**src/rtl/axi4s_uart_tx_arbiter.sv**
```systemverilog
// axi4s_uart_tx_arbiter: round-robin packet arbiter that frames AXI4-Stream byte sources
// as 7E, id, byte-stuffed payload, 7E onto a single UART TX byte stream.
module axi4s_uart_tx_arbiter #(
  parameter int NUM_SRC = 4
) (
  input  logic                 aclk,
  input  logic                 aresetn,
  input  logic [NUM_SRC-1:0]   s_tvalid,
  output logic [NUM_SRC-1:0]   s_tready,
  input  logic [8*NUM_SRC-1:0] s_tdata,
  input  logic [NUM_SRC-1:0]   s_tlast,
  input  logic [NUM_SRC-1:0]   src_enable,
  output logic                 tx_byte_tvalid,
  input  logic                 tx_byte_tready,
  output logic [7:0]           tx_byte_tdata,
  output logic                 busy,
  output logic [2:0]           active_src
);
  typedef enum logic [2:0] {IDLE, SOF, ID, DATA, ESC, EOF} state_t;
  state_t state, state_n;
  logic [2:0] last_grant, grant;
  logic [NUM_SRC-1:0] req, rot;
  logic found, slot_free, load, cur_valid, cur_last, src_hs, is_esc, esc_last;
  logic [7:0] load_byte, cur_data, esc_byte;
  assign slot_free = !tx_byte_tvalid || tx_byte_tready;
  assign req = s_tvalid & src_enable;
  assign busy = state != IDLE;
  assign is_esc = cur_data == 8'h7E || cur_data == 8'h7D;
  assign src_hs = state == DATA && slot_free && cur_valid;
  // rotate requests so bit 0 is the source just after the last grant
  always_comb begin
    rot = NUM_SRC'({req, req} >> (int'(last_grant) + 1));
    grant = '0;
    found = 1'b0;
    for (int j = NUM_SRC - 1; j >= 0; j--)
      if (rot[j]) begin
        found = 1'b1;
        grant = 3'((int'(last_grant) + 1 + j) % NUM_SRC);
      end
  end
  always_comb begin
    cur_valid = 1'b0;
    cur_last = 1'b0;
    cur_data = '0;
    s_tready = '0;
    for (int i = 0; i < NUM_SRC; i++)
      if (active_src == 3'(i)) begin
        cur_valid = s_tvalid[i];
        cur_last = s_tlast[i];
        cur_data = s_tdata[8*i +: 8];
        s_tready[i] = state == DATA && slot_free;
      end
  end
  always_comb begin
    state_n = state;
    load = 1'b0;
    load_byte = 8'h00;
    case (state)
      IDLE: state_n = found ? SOF : IDLE;
      SOF: if (slot_free) begin
        load = 1'b1;
        load_byte = 8'h7E;
        state_n = ID;
      end
      ID: if (slot_free) begin
        load = 1'b1;
        load_byte = {5'b0, active_src};
        state_n = DATA;
      end
      DATA: if (src_hs) begin
        load = 1'b1;
        load_byte = is_esc ? 8'h7D : cur_data;
        state_n = is_esc ? ESC : (cur_last ? EOF : DATA);
      end
      ESC: if (slot_free) begin
        load = 1'b1;
        load_byte = esc_byte;
        state_n = esc_last ? EOF : DATA;
      end
      EOF: if (slot_free) begin
        load = 1'b1;
        load_byte = 8'h7E;
        state_n = IDLE;
      end
      default: state_n = IDLE;
    endcase
  end
  always_ff @(posedge aclk or negedge aresetn)
    if (!aresetn) begin
      state <= IDLE;
      tx_byte_tvalid <= 1'b0;
      tx_byte_tdata <= 8'h00;
      active_src <= '0;
      last_grant <= 3'(NUM_SRC - 1);
      esc_byte <= 8'h00;
      esc_last <= 1'b0;
    end else begin
      state <= state_n;
      if (load) begin
        tx_byte_tvalid <= 1'b1;
        tx_byte_tdata <= load_byte;
      end else if (tx_byte_tready) tx_byte_tvalid <= 1'b0;
      if (state == IDLE && found) begin
        active_src <= grant;
        last_grant <= grant;
      end
      if (src_hs && is_esc) begin
        esc_byte <= cur_data ^ 8'h20;
        esc_last <= cur_last;
      end
    end
endmodule

```
**config.mk**
```make
export PLATFORM = sky130hd
export DESIGN_NAME = axi4s_uart_tx_arbiter
export DESIGN_NICKNAME = d
export VERILOG_FILES = /design/src/rtl/axi4s_uart_tx_arbiter.sv
export SDC_FILE = /design/constraint.sdc
export NUM_CORES = 1
export LEC_CHECK = 0
export BUFFER_PORTS_ARGS = -buffer_cell sky130_fd_sc_hd__buf_2
export CAP_MARGIN = 0
export CORE_ASPECT_RATIO = 0.75
export CORE_UTILIZATION = 35
export DETAILED_ROUTE_END_ITERATION = 8
export PLACE_DENSITY = 0.72
export SYNTH_ARGS = -nofsm -noshare
export SYNTH_HDL_FRONTEND = slang
export SYNTH_SLANG_ARGS = --single-unit
```
**constraint.sdc**
```tcl
create_clock -name aclk -period 3.2 [get_ports aclk]
set_input_delay 0.48 -clock aclk [delete_from_list [all_inputs] [get_ports aclk]]
set_output_delay 0.48 -clock aclk [all_outputs]
set_load 0.05 [all_outputs]
```
==> results of run 1 <==
==> power groups by stage <==
stage                     Clock (mW)  Sequential (mW)  Combinational, mW
final                          0.183            0.602               1.18
after CTS                      0.188            0.602               1.18
after detailed placement           0            0.605               1.18
after floorplan                    0            0.749              0.765
after global routing           0.206            0.629               1.29
after global placement             0            0.601               1.17
==> registers in the layout (all words and copies together) (netlist names) <==
signal and count:
esc_byte 8, tx_byte_tdata 8, state 3, active_src 2, last_grant 2, esc_last 1
tx_byte_tvalid 1
==> cells in the mapped netlist, drive strengths merged (2+ instances only) <==
library cell,instances,area (µm²)
nor3b,3,22.5
o31ai,2,15.0
nor3,8,40.0
mux2,3,45.0
clkbuf,8,30.0
buf,5,43.8
inv,4,15.0
a31oi,2,12.5
dfstp,2,52.6
nand3,5,25.0
o21ai,10,50.1
or3,2,12.5
nor2,12,61.3
dfrtp,23,576
nand2,11,41.3
and3,3,18.8
nor2b,5,31.3
nand2b,2,12.5
o211ai,2,15.0
a21oi,12,60.1
a22oi,6,45.0
a221o,3,30.0
or2,4,25.0
mux4,10,225
==> final timing paths <==
check / end / cells after the start / startpoint
setup / recovery: esc_byte[1] / 5 / active_src[1]
hold / removal: state[1] / 1 / aresetn
setup reg to reg: esc_byte[1] / 5 / active_src[1]
hold reg to reg: esc_byte[2] / 1 / esc_byte[2]
max in group asynchronous: last_grant[1] / 1 / aresetn
min in group aclk: esc_byte[2] / 1 / esc_byte[2]
==> worst reg2reg max path, delay by kind of cell, from the launching register on <==
| family | cells | cell delay (ns) |
|---|---|---|
| xor+xnor | 1 | 0.15 |
| simple gates | 2 | 0.74 |
| mux | 2 | 0.94 |
| flops | 1 | 0.71 |
==> per-stage QoR <==
stage | util | hold WS [ns] | worst slack (ns)
after floorplan | - | 0.184 | 0.450
after global placement | 0.442 | 0.453 | 0.602
after detailed placement | 0.442 | 0.454 | 0.553
after CTS | 0.452 | 0.215 | 0.539
after global routing | 0.452 | 0.240 | 0.411
final | 0.452 | 0.195 | 0.545
==> per-layer routing <==
metal	global-route usage	up-vias	routed length, µm
li1	-	735	-
met1	0.304	769	2090
met2	0.281	77	1810
met3	0.0444	0	383
met4	0.0230	0	0
met5	0	-	0
==> cells by family (layout without fill, tap and decap cells) <==
| family | after synthesis | count (layout) | share of synthesized area |
|---|---|---|---|
| AO/OA/AOI/OAI | 46 | 46 | 0.186 |
| multiplexers | 14 | 14 | 0.169 |
| buffers and inverters | 17 | 74 | 0.0535 |
| adder cells (fa/ha/maj) | 1 | 1 | 0.00603 |
| flip-flops | 25 | 25 | 0.379 |
| XOR/XNOR | 1 | 1 | 0.00528 |
| AND/OR/NAND/NOR | 60 | 60 | 0.199 |
| other | 1 | 1 | 0.00226 |
==> layout make-up <==
class / count / area share
Clock buffer: 4 / 0.0221
Inverter: 4 / 0.00735
Sequential cell: 25 / 0.308
Tap cell: 57 / 0.0349
Timing Repair Buffer: 66 / 0.167
Multi-Input combinational cell: 123 / 0.461
==> results.cfg, run 1 <==
[final_layout]
design_area_um2 = 2040
antennaDiodeCount = 0
final_common_cell = buf_2
layout.nets = 270
fillers = 445
area_growth_pct = 23.1
drive_above_1_share = 0.410
final_cell_mix = buf_2, dfrtp_1, a21oi_1, nand2_1, nor2_1
stdcell_count = 279
register_area_um2 = 628
multi_input_area_um2 = 942

[floorplan]
boundaryPins = 64
die_y_um = 61.6
dieArea_um2 = 5020
fp-row-count = 21
die_w_um = 81.5
start_util = 0.367
core_um2 = 4520

[clock_network]
postCtsHoldBufs = 0
cts_max_level = 1
path_clk_slew_ns = 0.08
clock_path_buffers = 2
cts_buffers = 3
clock-sinks = 25
clockRootBuffer = clkbuf_8
cts_resized = 0
cts_tree = built
postCtsSetupBuffers = 0
clkLatencyLatePin_ns = 0.26

[critical_path]
crit_type = flip-flop to flip-flop
critical-path-top-delay-family = multiplexers
crit_path_top_delay_cell = dfrtp_1
worst_ep_required_time_ns = 3.35
path_max_fanout = 17
critPathLaunchType = flip-flop
worst_path_largest_cell_delay_ns = 0.71
critPathCaptureType = flip-flop
r2r_slack_ns = 0.55
arrival_ns = 2.81
worstPathCellList = mux4_2, xnor2_1, or4b_4, nor2_8, mux2_4
path_buf_inv = 0

[timing]
post-route-min-period_ns = 2.65
final-setup-viol-count = 0
max_slew_margin = 0.541
fin_crit_sh = 0.830
rsz0062_at_grt = false
fin_tns_setup_ns = 0
drv_slew = 0
worst_slew_pin_slew_ns = 0.687
finClkSkew_ns = 0.000869
hold_viol_final = 0
fmax_mhz = 377

[power_and_ir_drop]
ir_worst_vdd_mv = 0.523
netSwitchingPower_uw = 984
leakage_nw = 0.974
pwr-share-seq = 0.306
p_int_uw = 983
power_density_nw_per_um2 = 963
switching_share = 0.500
pwr-share-clk = 0.093
comb_power_share = 0.601
p_total_mw = 1.97

[route]
wl_per_cell_um = 15.3
ant_nets = 0
drc = 0
detail_route.vias_per_cell = 5.67
finalWirelength_um = 4280
first_iter_violations = 151
vias = 1581
dr.pass1.iters = 4

[logic_synthesis]
ys_seq_elements = 25
ys_types = 46
syn_inst = 165
ys_seq_area_frac = 0.379
syn-cell-area_um2 = 1660
avgSynthCellArea_um2 = 10.1
yosys_warnings = 0
synth_edf_count = 0
syn_nets = 212
synth_ff_type = dfrtp_1
async_reset_ff_frac = 1.00

[run]
max-cap-violations = 0

[grt]
grt_pass1_vias = 1445
grt.total_usage = 0.196
grt_antenna_before_repair = 0
grt_max_degree = 26
grt_overflow_total = 0
grt_pass1_wl_um = 7300

[place]
postPlaceCellArea_um2 = 2000
port_buffers = 62
placed_cells = 275
gp_congestion = 0.845
hpwl_um = 3400

[outcome]
status = completed

[min_path]
min_path_type = primary input to asynchronous set/reset pin
Note: power is estimated with default switching activity, not from simulation.
==> run 2, diff against run 1 <==
Clock period 3.2 ns to 2.6 ns, I/O delays scaled along.
==> run 2 against run 1 <==
Compared with the run above: non-clock buffer count up 6; final cell count up 2.2%; register-to-register slack worse by 0.36 ns; total power up 27%.
==> results.cfg, run 2 (same netlist as run 1, synthesis figures left out) <==
[floorplan]
die_w_um = 81.5
boundaryPins = 64
fp-row-count = 21
core_um2 = 4520
start_util = 0.367
die_y_um = 61.6
dieArea_um2 = 5020

[power_and_ir_drop]
power_density_nw_per_um2 = 1190
leakage_nw = 1.01
ir_worst_vdd_mv = 0.617

[critical_path]
critPathLaunchType = flip-flop
r2r-start = active_src[0]
path_max_fanout = 10
critPathCaptureType = flip-flop
crit_type = flip-flop to flip-flop
ff2ff_path_depth = 5
cp-endpoint = esc_last
crit_start = active_src[0]
r2r_end = esc_last
worst_ep_required_time_ns = 2.76
arrival_ns = 2.58
r2r_slack_ns = 0.19

[clock_network]
postCtsHoldBufs = 0
clock-sinks = 25
cts_max_level = 1
cts_buffers = 3
path_clk_slew_ns = 0.09
clkLatencyLatePin_ns = 0.27
postCtsSetupBuffers = 0
clockRootBuffer = clkbuf_8
cts_tree = built
cts_resized = 0
clock_path_buffers = 2

[route]
detail_route.vias_per_cell = 5.62
wl_per_cell_um = 15.3
ant_nets = 0
finalWirelength_um = 4370
first_iter_violations = 140
dr.pass1.iters = 5
drc = 0
vias = 1603

[final_layout]
antennaDiodeCount = 0
drive_above_1_share = 0.443
final_cell_mix = buf_2, dfrtp_1, a21oi_1, nand2_1, nor2_1
final_common_cell = buf_2
fillers = 442
layout.nets = 276
area_growth_pct = 26.3
fin_util = 0.464
top_regs = esc_byte (8), tx_byte_tdata (8), state (3)
design_area_um2 = 2100

[timing]
fmax_mhz = 415
hold_slack_ns = 0.102
post-route-min-period_ns = 2.41
worst_slew_pin_slew_ns = 0.578
finClkSkew_ns = 0.00368
rsz0062_at_grt = false
final-setup-viol-count = 0
setup_slack_ns = 0.189
hold_viol_final = 0
drv_slew = 0
fin_crit_sh = 0.927
fin_tns_setup_ns = 0
max_slew_margin = 0.614

[place]
hpwl_um = 3430
postPlaceCellArea_um2 = 2050
gp_congestion = 0.834
place_ws_ns = 0.185
port_buffers = 62

[outcome]
status = completed

[run]
max-cap-violations = 0

[grt]
grt_overflow_total = 0
grt_pass1_vias = 1467
grt.total_usage = 0.199
grt_max_degree = 26
grt_pass1_wl_um = 7340
grt_antenna_before_repair = 0

[min_path]
min_path_type = primary input to asynchronous set/reset pin
-- run 2: final cells by class --
class,instances,area (µm²),area share
Clock buffer,3,41.3,0.0197
Sequential cell,25,631,0.301
Tap cell,57,71.3,0.0340
Timing Repair Buffer,72,385,0.184
Multi-Input combinational cell,123,947,0.452
Clock inverter,1,5.00,0.00239
Inverter,4,15.0,0.00716
-- run 2: how the worst min path moves through the flow --
stage                     cells after the start             end     from  slack (ns)
after global routing                          1        state[0]  aresetn        0.15
after detailed placement                      1        state[0]  aresetn        0.43
after global placement                        1        state[0]  aresetn        0.42
after floorplan                               0   active_src[0]  aresetn        0.09
after CTS                                     1  tx_byte_tvalid  aresetn        0.12
final                                         1        state[0]  aresetn        0.10
-- run 2: critical path, cell delays in order, from the launching register on --
cell	delay (ns)
dfrtp_2	0.52
mux4_2	0.58
xnor2_1	0.15
or4b_4	0.55
nor2_8	0.19
mux2_4	0.32
-- run 2: routing by layer --
layer  wire, µm  global-route usage
met1       2150               0.288
met2       1840               0.307
met3        357              0.0430
met4         27              0.0383
met5          0                   0
-- run 2: report_power, final --
part | internal, mW | total, mW | switching (mW) | leakage [nW]
registers | 0.564 | 0.726 | 0.162 | 0.312
clock network | 0.107 | 0.239 | 0.131 | 0.0255
logic | 0.592 | 1.54 | 0.945 | 0.668
total | 1.26 | 2.50 | 1.24 | 1.01
-- run 2: stage by stage --
stage / cells / power [mW]
global route: 285 / 2.70
global placement: 281 / 2.25
finish: 285 / 2.50
CTS: 285 / 2.51
floorplan: 165 / 1.87
detailed placement: 281 / 2.27
